**config.mk**
```make
export PLATFORM = sky130hd
export DESIGN_NAME = tshiftreg2_flat
export DESIGN_NICKNAME = d
export VERILOG_FILES = /design/src/rtl/can_pkg.sv /design/src/rtl/tshiftreg2_if.sv /design/src/rtl/can_crc15.sv /design/src/rtl/tshiftreg2.sv /design/src/flat_wrapper.sv
export SDC_FILE = /design/constraint.sdc
export NUM_CORES = 1
export LEC_CHECK = 0
export CAP_MARGIN = 20
export CORE_MARGIN = 5
export CORE_UTILIZATION = 54
export DETAILED_ROUTE_END_ITERATION = 16
export PLACE_DENSITY = 0.8
export SYNTH_ARGS = -nofsm -noshare
export SYNTH_HDL_FRONTEND = slang
export SYNTH_SLANG_ARGS = --single-unit
```
**constraint.sdc**
```tcl
create_clock -name clock -period 3.36 [get_ports clock]
set_clock_uncertainty 0.2 [all_clocks]
set_input_delay 0.504 -clock clock [delete_from_list [all_inputs] [get_ports clock]]
set_output_delay 0.504 -clock clock [all_outputs]
set_load 0.05 [all_outputs]
```
**src/rtl/can_pkg.sv**
```systemverilog
// Shared CAN definitions: field lengths, CRC-15 constants, transmit FSM
// state encoding and the serial CRC-15 update step.
package can_pkg;

    // CRC-15 generator: x^15+x^14+x^10+x^8+x^7+x^4+x^3+1
    localparam logic [14:0] CAN_CRC_POLY    = 15'h4599;

    // Bits from SOF through the DLC field
    localparam logic [6:0]  CAN_STD_HDR_LEN = 7'd19;
    localparam logic [6:0]  CAN_EXT_HDR_LEN = 7'd39;

    localparam int          CAN_CRC_LEN     = 15;
    // Longest SOF-through-data image (extended header + 8 data bytes)
    localparam int          CAN_IMAGE_LEN   = 103;

    // Transmit FSM encoding
    typedef logic [1:0] can_state_t;
    localparam can_state_t  ST_IDLE  = 2'd0;
    localparam can_state_t  ST_FRAME = 2'd1;
    localparam can_state_t  ST_CRC   = 2'd2;

    // One serial CRC-15 step. Feeding back the register's own MSB makes the
    // feedback term zero, so the same step doubles as a plain left shift
    // while the CRC itself is being transmitted.
    function automatic logic [14:0] crc15_step(input logic [14:0] crc,
                                               input logic        bitin,
                                               input logic [14:0] poly);
        logic fb;
        fb = bitin ^ crc[14];
        return {crc[13:0], 1'b0} ^ (fb ? poly : 15'h0000);
    endfunction

endpackage

```
**src/rtl/tshiftreg2_if.sv**
```systemverilog
// Frame-load / shift-request bundle between the MAC and the transmit
// shift register.
interface tshiftreg2_if;
    import can_pkg::*;

    // Protocol: load is a one-cycle pulse accepted only while busy=0; the
    // frame fields are sampled on that edge only. activ is a level request
    // and each 0->1 transition moves exactly one bit; bitout changes on the
    // edge that saw the rising activ. abort drops any frame in progress.
    // done pulses for one cycle after the final CRC bit has been shifted.
    logic        load;
    logic        activ;
    logic        abort;
    logic        ide;
    logic        rtr;
    logic [67:0] mesin_a;   // [67:64] DLC, [63:0] data, byte 0 at [63:56]
    logic [17:0] mesin_b;   // extended ID
    logic [10:0] mesin_c;   // base ID
    logic        bitout;
    logic        busy;
    logic        crc_phase;
    logic        done;
    can_state_t  dbg_state; // FSM state, for observation only

    modport master (
        output load, activ, abort, ide, rtr, mesin_a, mesin_b, mesin_c,
        input  bitout, busy, crc_phase, done, dbg_state
    );

    modport slave (
        input  load, activ, abort, ide, rtr, mesin_a, mesin_b, mesin_c,
        output bitout, busy, crc_phase, done, dbg_state
    );

endinterface

```
**src/rtl/can_crc15.sv**
```systemverilog
// Serial CAN CRC-15 register. clear takes priority over enable; one bit is
// absorbed per enabled cycle.
module can_crc15
    import can_pkg::*;
#(
    parameter logic [14:0] POLY = CAN_CRC_POLY,
    parameter logic [14:0] INIT = 15'h0000
) (
    input  logic        clock,
    input  logic        reset,
    input  logic        clear,
    input  logic        enable,
    input  logic        bitin,
    output logic [14:0] crc
);

    logic [14:0] crc_q;
    logic [14:0] crc_d;

    // Next CRC value: restart, absorb one bit, or hold
    always_comb begin
        crc_d = crc_q;
        if (clear) begin
            crc_d = INIT;
        end else if (enable) begin
            crc_d = crc15_step(crc_q, bitin, POLY);
        end
    end

    // CRC register
    always_ff @(posedge clock) begin
        if (reset) begin
            crc_q <= INIT;
        end else begin
            crc_q <= crc_d;
        end
    end

    assign crc = crc_q;

endmodule

```
**src/rtl/tshiftreg2.sv**
```systemverilog
// CAN transmit shift register: parallel-loads a frame image, shifts it out
// MSB-first on each activ rising edge, then appends the CRC-15.
module tshiftreg2
    import can_pkg::*;
#(
    parameter logic [14:0] CRC_POLY = CAN_CRC_POLY,
    parameter logic [14:0] CRC_INIT = 15'h0000
) (
    input  logic        clock,
    input  logic        reset,
    tshiftreg2_if.slave bus
);

    // SOF is always dominant and lives in bitout at load, so the image
    // register only holds the bits that follow it.
    localparam int IMG_W = CAN_IMAGE_LEN - 1;

    can_state_t       state_q, state_d;
    logic [IMG_W-1:0] image_q, image_d;
    logic [6:0]       len_q, len_d;
    logic [6:0]       cnt_q, cnt_d;
    logic [3:0]       crc_cnt_q, crc_cnt_d;
    logic             activ_q, activ_d;
    logic             bitout_q, bitout_d;
    logic             busy_q, busy_d;
    logic             crc_phase_q, crc_phase_d;
    logic             done_q, done_d;

    logic             strobe;
    logic             crc_clear;
    logic             crc_en;
    logic [14:0]      crc;
    logic             crc_fb;
    logic             crc_nxt_msb;
    logic [IMG_W-1:0] img_new;
    logic [6:0]       len_new;
    logic [6:0]       data_bits;
    logic [3:0]       dlc;

    assign strobe = bus.activ & ~activ_q;
    assign dlc    = bus.mesin_a[67:64];

    // MSB of the CRC after absorbing the current bitout; in the CRC state
    // the feedback cancels and this is simply the next CRC bit.
    assign crc_fb      = bitout_q ^ crc[14];
    assign crc_nxt_msb = crc[13] ^ (crc_fb & CRC_POLY[14]);

    can_crc15 #(
        .POLY (CRC_POLY),
        .INIT (CRC_INIT)
    ) u_crc (
        .clock  (clock),
        .reset  (reset),
        .clear  (crc_clear),
        .enable (crc_en),
        .bitin  (bitout_q),
        .crc    (crc)
    );

    // Frame image (post-SOF, left-justified) and its transmitted length
    always_comb begin
        img_new   = '0;
        data_bits = 7'd0;
        if (!bus.rtr) begin
            // DLC 9..15 still carries eight bytes of data
            data_bits = dlc[3] ? 7'd64 : {1'b0, dlc[2:0], 3'b000};
        end
        if (bus.ide) begin
            img_new = {bus.mesin_c, 2'b11, bus.mesin_b, bus.rtr, 2'b00,
                       dlc, bus.mesin_a[63:0]};
            len_new = CAN_EXT_HDR_LEN + data_bits;
        end else begin
            img_new = {bus.mesin_c, bus.rtr, 2'b00, dlc,
                       bus.mesin_a[63:0], 20'h00000};
            len_new = CAN_STD_HDR_LEN + data_bits;
        end
    end

    // Transmit FSM: abort beats strobe, strobe beats load
    always_comb begin
        state_d     = state_q;
        image_d     = image_q;
        len_d       = len_q;
        cnt_d       = cnt_q;
        crc_cnt_d   = crc_cnt_q;
        activ_d     = bus.activ;
        bitout_d    = bitout_q;
        busy_d      = busy_q;
        crc_phase_d = crc_phase_q;
        done_d      = 1'b0;
        crc_clear   = 1'b0;
        crc_en      = 1'b0;

        if (bus.abort && (state_q != ST_IDLE)) begin
            state_d     = ST_IDLE;
            bitout_d    = 1'b1;
            busy_d      = 1'b0;
            crc_phase_d = 1'b0;
        end else begin
            case (state_q)
                ST_IDLE: begin
                    if (bus.load && !bus.abort) begin
                        image_d     = img_new;
                        len_d       = len_new;
                        cnt_d       = 7'd0;
                        crc_cnt_d   = 4'd0;
                        crc_clear   = 1'b1;
                        state_d     = ST_FRAME;
                        busy_d      = 1'b1;
                        bitout_d    = 1'b0;
                    end
                end
                ST_FRAME: begin
                    if (strobe) begin
                        crc_en  = 1'b1;
                        image_d = {image_q[IMG_W-2:0], 1'b0};
                        cnt_d   = cnt_q + 7'd1;
                        if (cnt_q == len_q - 7'd1) begin
                            state_d     = ST_CRC;
                            crc_phase_d = 1'b1;
                            crc_cnt_d   = 4'd0;
                            bitout_d    = crc_nxt_msb;
                        end else begin
                            bitout_d    = image_q[IMG_W-1];
                        end
                    end
                end
                ST_CRC: begin
                    if (strobe) begin
                        crc_en    = 1'b1;
                        crc_cnt_d = crc_cnt_q + 4'd1;
                        if (crc_cnt_q == 4'(CAN_CRC_LEN - 1)) begin
                            state_d     = ST_IDLE;
                            busy_d      = 1'b0;
                            crc_phase_d = 1'b0;
                            bitout_d    = 1'b1;
                            done_d      = 1'b1;
                        end else begin
                            bitout_d    = crc_nxt_msb;
                        end
                    end
                end
                default: begin
                    state_d     = ST_IDLE;
                    bitout_d    = 1'b1;
                    busy_d      = 1'b0;
                    crc_phase_d = 1'b0;
                end
            endcase
        end
    end

    // State registers
    always_ff @(posedge clock) begin
        if (reset) begin
            state_q     <= ST_IDLE;
            image_q     <= '0;
            len_q       <= 7'd0;
            cnt_q       <= 7'd0;
            crc_cnt_q   <= 4'd0;
            activ_q     <= 1'b0;
            bitout_q    <= 1'b1;
            busy_q      <= 1'b0;
            crc_phase_q <= 1'b0;
            done_q      <= 1'b0;
        end else begin
            state_q     <= state_d;
            image_q     <= image_d;
            len_q       <= len_d;
            cnt_q       <= cnt_d;
            crc_cnt_q   <= crc_cnt_d;
            activ_q     <= activ_d;
            bitout_q    <= bitout_d;
            busy_q      <= busy_d;
            crc_phase_q <= crc_phase_d;
            done_q      <= done_d;
        end
    end

    assign bus.bitout    = bitout_q;
    assign bus.busy      = busy_q;
    assign bus.crc_phase = crc_phase_q;
    assign bus.done      = done_q;
    assign bus.dbg_state = state_q;

endmodule
```
**src/flat_wrapper.sv**
```systemverilog
// flat-port wrapper written by rule: the top's interface ports become plain ports
module tshiftreg2_flat import can_pkg::*;
#(
    parameter logic [14:0] CRC_POLY = CAN_CRC_POLY,
    parameter logic [14:0] CRC_INIT = 15'h0000
)
  (clock, reset, bus_load, bus_activ, bus_abort, bus_ide, bus_rtr, bus_mesin_a, bus_mesin_b, bus_mesin_c, bus_bitout, bus_busy, bus_crc_phase, bus_done, bus_dbg_state);
  tshiftreg2_if bus_i ();
  input  logic clock;
  input  logic reset;
  input wire logic [$bits(bus_i.load)-1:0] bus_load;
  input wire logic [$bits(bus_i.activ)-1:0] bus_activ;
  input wire logic [$bits(bus_i.abort)-1:0] bus_abort;
  input wire logic [$bits(bus_i.ide)-1:0] bus_ide;
  input wire logic [$bits(bus_i.rtr)-1:0] bus_rtr;
  input wire logic [$bits(bus_i.mesin_a)-1:0] bus_mesin_a;
  input wire logic [$bits(bus_i.mesin_b)-1:0] bus_mesin_b;
  input wire logic [$bits(bus_i.mesin_c)-1:0] bus_mesin_c;
  output wire logic [$bits(bus_i.bitout)-1:0] bus_bitout;
  output wire logic [$bits(bus_i.busy)-1:0] bus_busy;
  output wire logic [$bits(bus_i.crc_phase)-1:0] bus_crc_phase;
  output wire logic [$bits(bus_i.done)-1:0] bus_done;
  output wire logic [$bits(bus_i.dbg_state)-1:0] bus_dbg_state;
  assign bus_i.load = bus_load;
  assign bus_i.activ = bus_activ;
  assign bus_i.abort = bus_abort;
  assign bus_i.ide = bus_ide;
  assign bus_i.rtr = bus_rtr;
  assign bus_i.mesin_a = bus_mesin_a;
  assign bus_i.mesin_b = bus_mesin_b;
  assign bus_i.mesin_c = bus_mesin_c;
  assign bus_bitout = bus_i.bitout;
  assign bus_busy = bus_i.busy;
  assign bus_crc_phase = bus_i.crc_phase;
  assign bus_done = bus_i.done;
  assign bus_dbg_state = bus_i.dbg_state;
  tshiftreg2 #(.CRC_POLY(CRC_POLY), .CRC_INIT(CRC_INIT)) u_core (.clock(clock), .reset(reset), .bus(bus_i));
endmodule
```
After elaboration in Yosys (flattened, before gate mapping)
Index checks and enable logic that the tools add are counted.
{ "word_totals": {"ff_bits": 142, "elab_cells": 95, "in_bits": 104, "output_inout_bits": 6} }
{ "op_classes": {"mux": 42, "addsub": 5, "n_bitwise": 10, "n_eq_ne": 9, "n_reduce_logical": 18} }
{ "op_table": {"columns": ["cell", "n"], "rows": [
  ["102-bit 2-to-1 mux", 2],
  ["102-bit one-hot mux with 2 select lines", 1],
  ["91-bit 2-to-1 mux", 1],
  ["7-bit 2-to-1 mux", 5],
  ["1-bit 2-to-1 mux", 17],
  ["4-bit 2-to-1 mux", 4],
  ["15-bit 2-to-1 mux", 1],
  ["15-bit XOR", 1],
  ["7-bit one-hot mux with 2 select lines", 1],
  ["4-bit one-hot mux with 3 select lines", 1],
  ["2-bit 2-to-1 mux", 5],
  ["2-bit by 1-bit inequality test with 1-bit output (second input constant)", 5],
  ["5-bit AND reduction", 2],
  ["1-bit one-hot mux with 3 select lines", 3],
  ["4-bit AND reduction", 2],
  ["5-bit by 7-bit adder with 7-bit output (first input constant)", 1],
  ["6-bit by 7-bit adder with 7-bit output (first input constant)", 1],
  ["7-bit by 1-bit adder with 7-bit output (second input constant)", 1],
  ["7-bit equality test", 1],
  ["7-bit by 1-bit subtractor with 7-bit output (second input constant)", 1],
  ["1-bit NOT", 6],
  ["2-bit one-hot mux with 3 select lines", 1],
  ["3-bit AND reduction", 2],
  ["6-bit AND reduction", 1],
  ["13 further kinds", 18]
]} }

Depth between registers and ports, before layout
{ "logic_depth": {"depth_word": 6, "mapped_depth": 10, "mapped_depth_nobuf": 9} }

By module
A second synthesis with hierarchy kept.
{ "unflattened": {"hier_cells": 914, "area_unflattened_um2": 7149.4} }
{ "by_module_without_submodules": {"columns": ["mod", "seq_area_each_um2", "n_inst", "cells_each", "area_each_um2"], "rows": [
  ["tshiftreg2", 2522.4, 1, 847, 6500.0],
  ["can_crc15", 300.3, 1, 67, 649.4]
]} }

Worst setup path after synthesis
OpenSTA, ideal clock, no wires.
{ "synth_path": {"path_kind": "reg-to-reg", "startpoint": "register u_core.state_q[0] (netlist: u_core.bus.dbg_state[0])", "endpoint": "register u_core.crc_cnt_q[2]", "t_arrival_ns": 2.466, "path_stages_with_launch": 9, "path_slack_ns": 0.577, "required_ns": 3.043, "period_less_slack_ns": 2.783, "setup_ns": 0.117, "path_buffers": 1, "cell_sequence": "dfxtp_1 -> inv_1 -> ha_1 -> buf_6 -> or2_0 -> a22o_1 -> or3_4 -> a221o_1 -> a32o_1"} }
{ "synth_between": {"elab_chain_len": 4, "elab_cells_between_ends": 13, "cone_classes": "6 x eq/ne; 1 x mux; 1 x bitwise; 5 x reduce/logical"} }
{ "synth_lines": {"columns": ["element", "line_no", "source"], "rows": [
  ["start: declaration", "tshiftreg2.sv:18", "can_state_t state_q, state_d;"],
  ["start signal: assignment", "tshiftreg2.sv:167", "state_q <= state_d;"],
  ["branches (longest 4 deep; another with 6-bit AND reduction)", null, null],
  ["end signal: assignment", "tshiftreg2.sv:171", "crc_cnt_q <= crc_cnt_d;"],
  ["end: declaration", "tshiftreg2.sv:22", "logic [3:0] crc_cnt_q, crc_cnt_d;"]
]} }
Parallel ways; which one is timed is not known.
A chain may end at the register's enable or synchronous reset.

Final worst setup path
{ "layout_path": {"startpoint": "register u_core.state_q[0] (netlist: u_core.bus.dbg_state[0])", "endpoint": "register u_core.image_q[7]"} }
{ "layout_between": {"elab_chain_len": 4, "elab_cells_between_ends": 10, "cone_classes": "3 x eq/ne; 1 x mux; 1 x bitwise; 5 x reduce/logical"} }
{ "layout_lines": {"columns": ["element", "line_no", "source"], "rows": [
  ["branches (longest 4 deep; another with 4-bit AND reduction)", null, null],
  ["end signal: assignment", "tshiftreg2.sv:168", "image_q <= image_d;"],
  ["end: declaration", "tshiftreg2.sv:19", "logic [IMG_W-1:0] image_q, image_d;"]
]} }
Parallel ways; which one is timed is not known.

==> Flow_metrics.wiki <==
{| class="wikitable"
! Metric !! Value
|-
| Distinct cell type count of the synthesized netlist || 52
|-
| Critical Path Start Type || flop
|-
| Drt wl/cell || 16.6 um
|-
| Detailed-route wire length || 18.6 mm
|-
| Final critical path time including I/O delays and setup || 2750 ps
|-
| Total setup violations reported at the end of the flow || 0
|-
| Post-synthesis instance total || 857
|-
| Pin count of the biggest net entering global routing || 70
|-
| Die outline area || 15,600 um2
|-
| Number of synthesis warnings || 0
|-
| Die height || 125 um
|-
| Post-synth top flop || dfxtp_1
|-
| # rows || 42
|-
| Clock net sink count || 141
|-
| Required time of the critical path || 3450 ps
|-
| Die W || 125 um
|-
| Summed negative setup slack over all endpoints || 0 ps
|-
| TritonRoute pass-1 iters || 5
|-
| Ratio of final minimum period to clock period || 82.0%
|-
| Most frequent cells in the layout || nand2_1 (184), dfxtp_1 (141), clkdlybuf4s50_1 (107)
|-
| CTS Root Buffer Type || clkbuf_16
|-
| Source of the worst register-to-register timing path || u_core.bus.dbg_state[0]
|-
| Worst hold start || u_core.u_crc.crc[10]
|-
| Count of flip-flops with a built-in enable after synthesis || 0
|-
| TritonCTS buffer count || 17
|-
| Total of flip-flops plus latches after synthesis || 141
|-
| F_max || 363 MHz
|-
| Clock edge transition at the registers on the reported setup and hold paths || 60 ps
|-
| Worst IR drop on VDD || 0.430 mV
|-
| Cell with the biggest individual delay on the critical path || a221o_4
|-
| Standard cell core area || 13,100 um2
|-
| Worst slew margin relative to its limit || 54.1%
|-
| Antenna violations before repair || 1
|-
| Via-per-instance ratio || 5.76
|-
| Area delta synth->final || 25.8%
|-
| Critical-path maximum fanout || 52
|-
| Buffers & Inverters on Critical Path || 1
|-
| Total power || 5620 uW
|-
| Result of the run || complete, no violations
|-
| Number of input and output port buffers inserted || 109
|-
| CP peak stage delay || 670 ps
|-
| Synthesized area per cell || 8.30 um2
|-
| Final number of max-transition violations || 0
|-
| Post-CTS resize count || 0
|-
| Total of max-cap violations || 0
|-
| CTS max path bufs || 2
|-
| TritonCTS clock tree || yes
|-
| Final worst setup slack || 606 ps
|-
| Mapped Nets || 973
|-
| Share of final-layout standard cells stronger than drive strength 1 || 6.39%
|-
| Endpoint class of the critical path || flop
|-
| Worst-case hold slack || 249 ps
|-
| Actual transition at the worst max-transition pin || 688 ps
|-
| RD Place Congestion || 0.810
|-
| Final HPWL from detailed placement || 12.3 mm
|-
| Type of the setup path with the least slack || reg2reg
|-
| Dpl ws || 534 ps
|-
| I/O pin count || 110
|-
| Worst path top cell family by delay || compound AO/OA/AOI/OAI gates
|-
| Remaining design rule violation count || 0
|-
| Reported leakage power || 0.00341 uW
|-
| Critical path data arrival time || 2840 ps
|-
| Worst setup startpoint || u_core.bus.dbg_state[0]
|-
| Hold-fix buffer count after cts || 0
|-
| Min-Delay Path Class || reg2reg
|-
| Vias || 6,431
|-
| Sequential cell area fraction in the yosys report || 39.7%
|-
| Total congestion overflow after global routing || 0
|-
| All-Layer GR Usage || 23.6%
|-
| RSZ-0062 raised after global routing || no
|-
| Starting Density || 54.4%
|-
| Global-route wire length before repair || 30.3 mm
|-
| Clock insertion delay at the later pin of the skew report || 420 ps
|-
| Final layout net count || 1,043
|-
| Post-CTS setup buffer count || 0
|-
| PD cells || 628 nW/um2
|-
| Drt first-iter violations || 606
|-
| Number of H-tree branching levels || 4
|-
| Crit path cell chain || ha_2 -> nand3b_2 -> a221o_4 -> buf_4 -> a221oi_1 -> nor3_1
|-
| Mapped Area || 7120 um2
|-
| Most frequent standard cell in the layout excluding fill and tap cells || nand2_1
|-
| Number of nets with antenna violations after detailed routing || 0
|-
| Async set-reset flop share out of synthesis || 0%
|-
| Hold Vio Cnt, Final || 0
|-
| Via count of the first global-routing pass || 6,092
|}
## worst paths after layout
kind	to	slack [ps]	cells past startpoint
hold reg to reg	u_core.u_crc.crc[11]	250	2
setup reg to reg	u_core.image_q[7]	610	6
setup / recovery	u_core.image_q[7]	610	6
hold / removal	u_core.u_crc.crc[11]	250	2
## cells by family (layout without fill, tap and decap cells)
kind of cell / Yosys count / in the layout / synth area share (%)
and+or+nand+nor: 300 / 300 / 18.1
AOI/OAI and AO/OA: 214 / 214 / 20.3
DFF: 141 / 141 / 39.7
buffers and inverters: 85 / 167 / 5.01
muxes: 82 / 82 / 11.6
xor gates and xnor gates: 23 / 23 / 3.22
adders and majority gates: 12 / 12 / 2.22
other: 0 / 1 / 0
## per-layer routing
layer  up-vias  routed length, um  track usage (%)
li1       3187                  -                -
met5         -                  0                0
met1      3025               8230             30.8
met3        27               1040             5.57
met4         0                447             9.74
met2       192               8850             37.3
## per-stage QoR
| step | util (%) | std cells | instance area, um2 |
|---|---|---|---|
| after global placement | 63.3 | 1084 | 8280 |
| final | 68.4 | 1116 | 8950 |
| after CTS | 68.4 | 1115 | 8950 |
| after global routing | 68.4 | 1116 | 8950 |
| after detailed placement | 63.3 | 1084 | 8280 |
| after floorplan | - | 857 | 7120 |
## cells in the mapped netlist, types with 2 or more instances
| cell type | count | area (um2) |
|---|---|---|
| a221oi_1 | 23 | 201 |
| nand2_1 | 184 | 691 |
| o211ai_1 | 70 | 526 |
| nor3_1 | 27 | 135 |
| xnor3_1 | 2 | 45.0 |
| clkbuf_1 | 51 | 191 |
| ha_1 | 11 | 138 |
| a221o_1 | 2 | 20.0 |
| nor2_1 | 52 | 195 |
| buf_6 | 2 | 22.5 |
| a211oi_1 | 12 | 90.1 |
| buf_2 | 9 | 45.0 |
| buf_1 | 6 | 22.5 |
| nand3_1 | 9 | 45.0 |
| xor2_1 | 11 | 96.3 |
| nor4b_1 | 3 | 26.3 |
| mux2i_1 | 81 | 811 |
| inv_1 | 12 | 45.0 |
| nand2b_1 | 5 | 31.3 |
| nor4_2 | 2 | 25.0 |
| xnor2_1 | 10 | 87.6 |
| buf_4 | 3 | 22.5 |
| nor2b_1 | 4 | 25.0 |
| o21ai_0 | 3 | 15.0 |
| and3_1 | 2 | 12.5 |
| dfxtp_1 | 141 | 2820 |
| nor3_2 | 2 | 20.0 |
| or3_1 | 2 | 12.5 |
| a21oi_1 | 93 | 465 |
## report_power, final
| group | total [uW] | internal (uW) | leakage, uW | switching (uW) |
|---|---|---|---|---|
| clock | 2110 | 1390 | 0.000323 | 720 |
| sequential | 2050 | 1910 | 0.00115 | 139 |
| combinational | 1460 | 586 | 0.00194 | 879 |
## worst reg2reg max path: stages (launching register included)
cell	delay (ps)
dfxtp_1	440
ha_2	470
nand3b_2	170
a221o_4	670
buf_4	350
a221oi_1	250
nor3_1	80
## final cells by class
cell class / count / area [um2]
fillers: 1042 / 4140
clock inverters: 9 / 180
well taps: 176 / 220
inverters: 14 / 55.1
flip-flops and latches: 141 / 2820
clock buffers: 22 / 484
multi-input cells: 631 / 3950
diodes: 1 / 2.50
repair buffers: 122 / 1230
## state kept, by name, indices dropped and copies added, names as in the netlist, 2 cells and up
register,flops
u_core.bus.dbg_state,2
u_core.crc_cnt_q,4
u_core.u_crc.crc,15
u_core.len_q,6
u_core.image_q,102
u_core.cnt_q,7
Power figures use the tool's default switching activity.
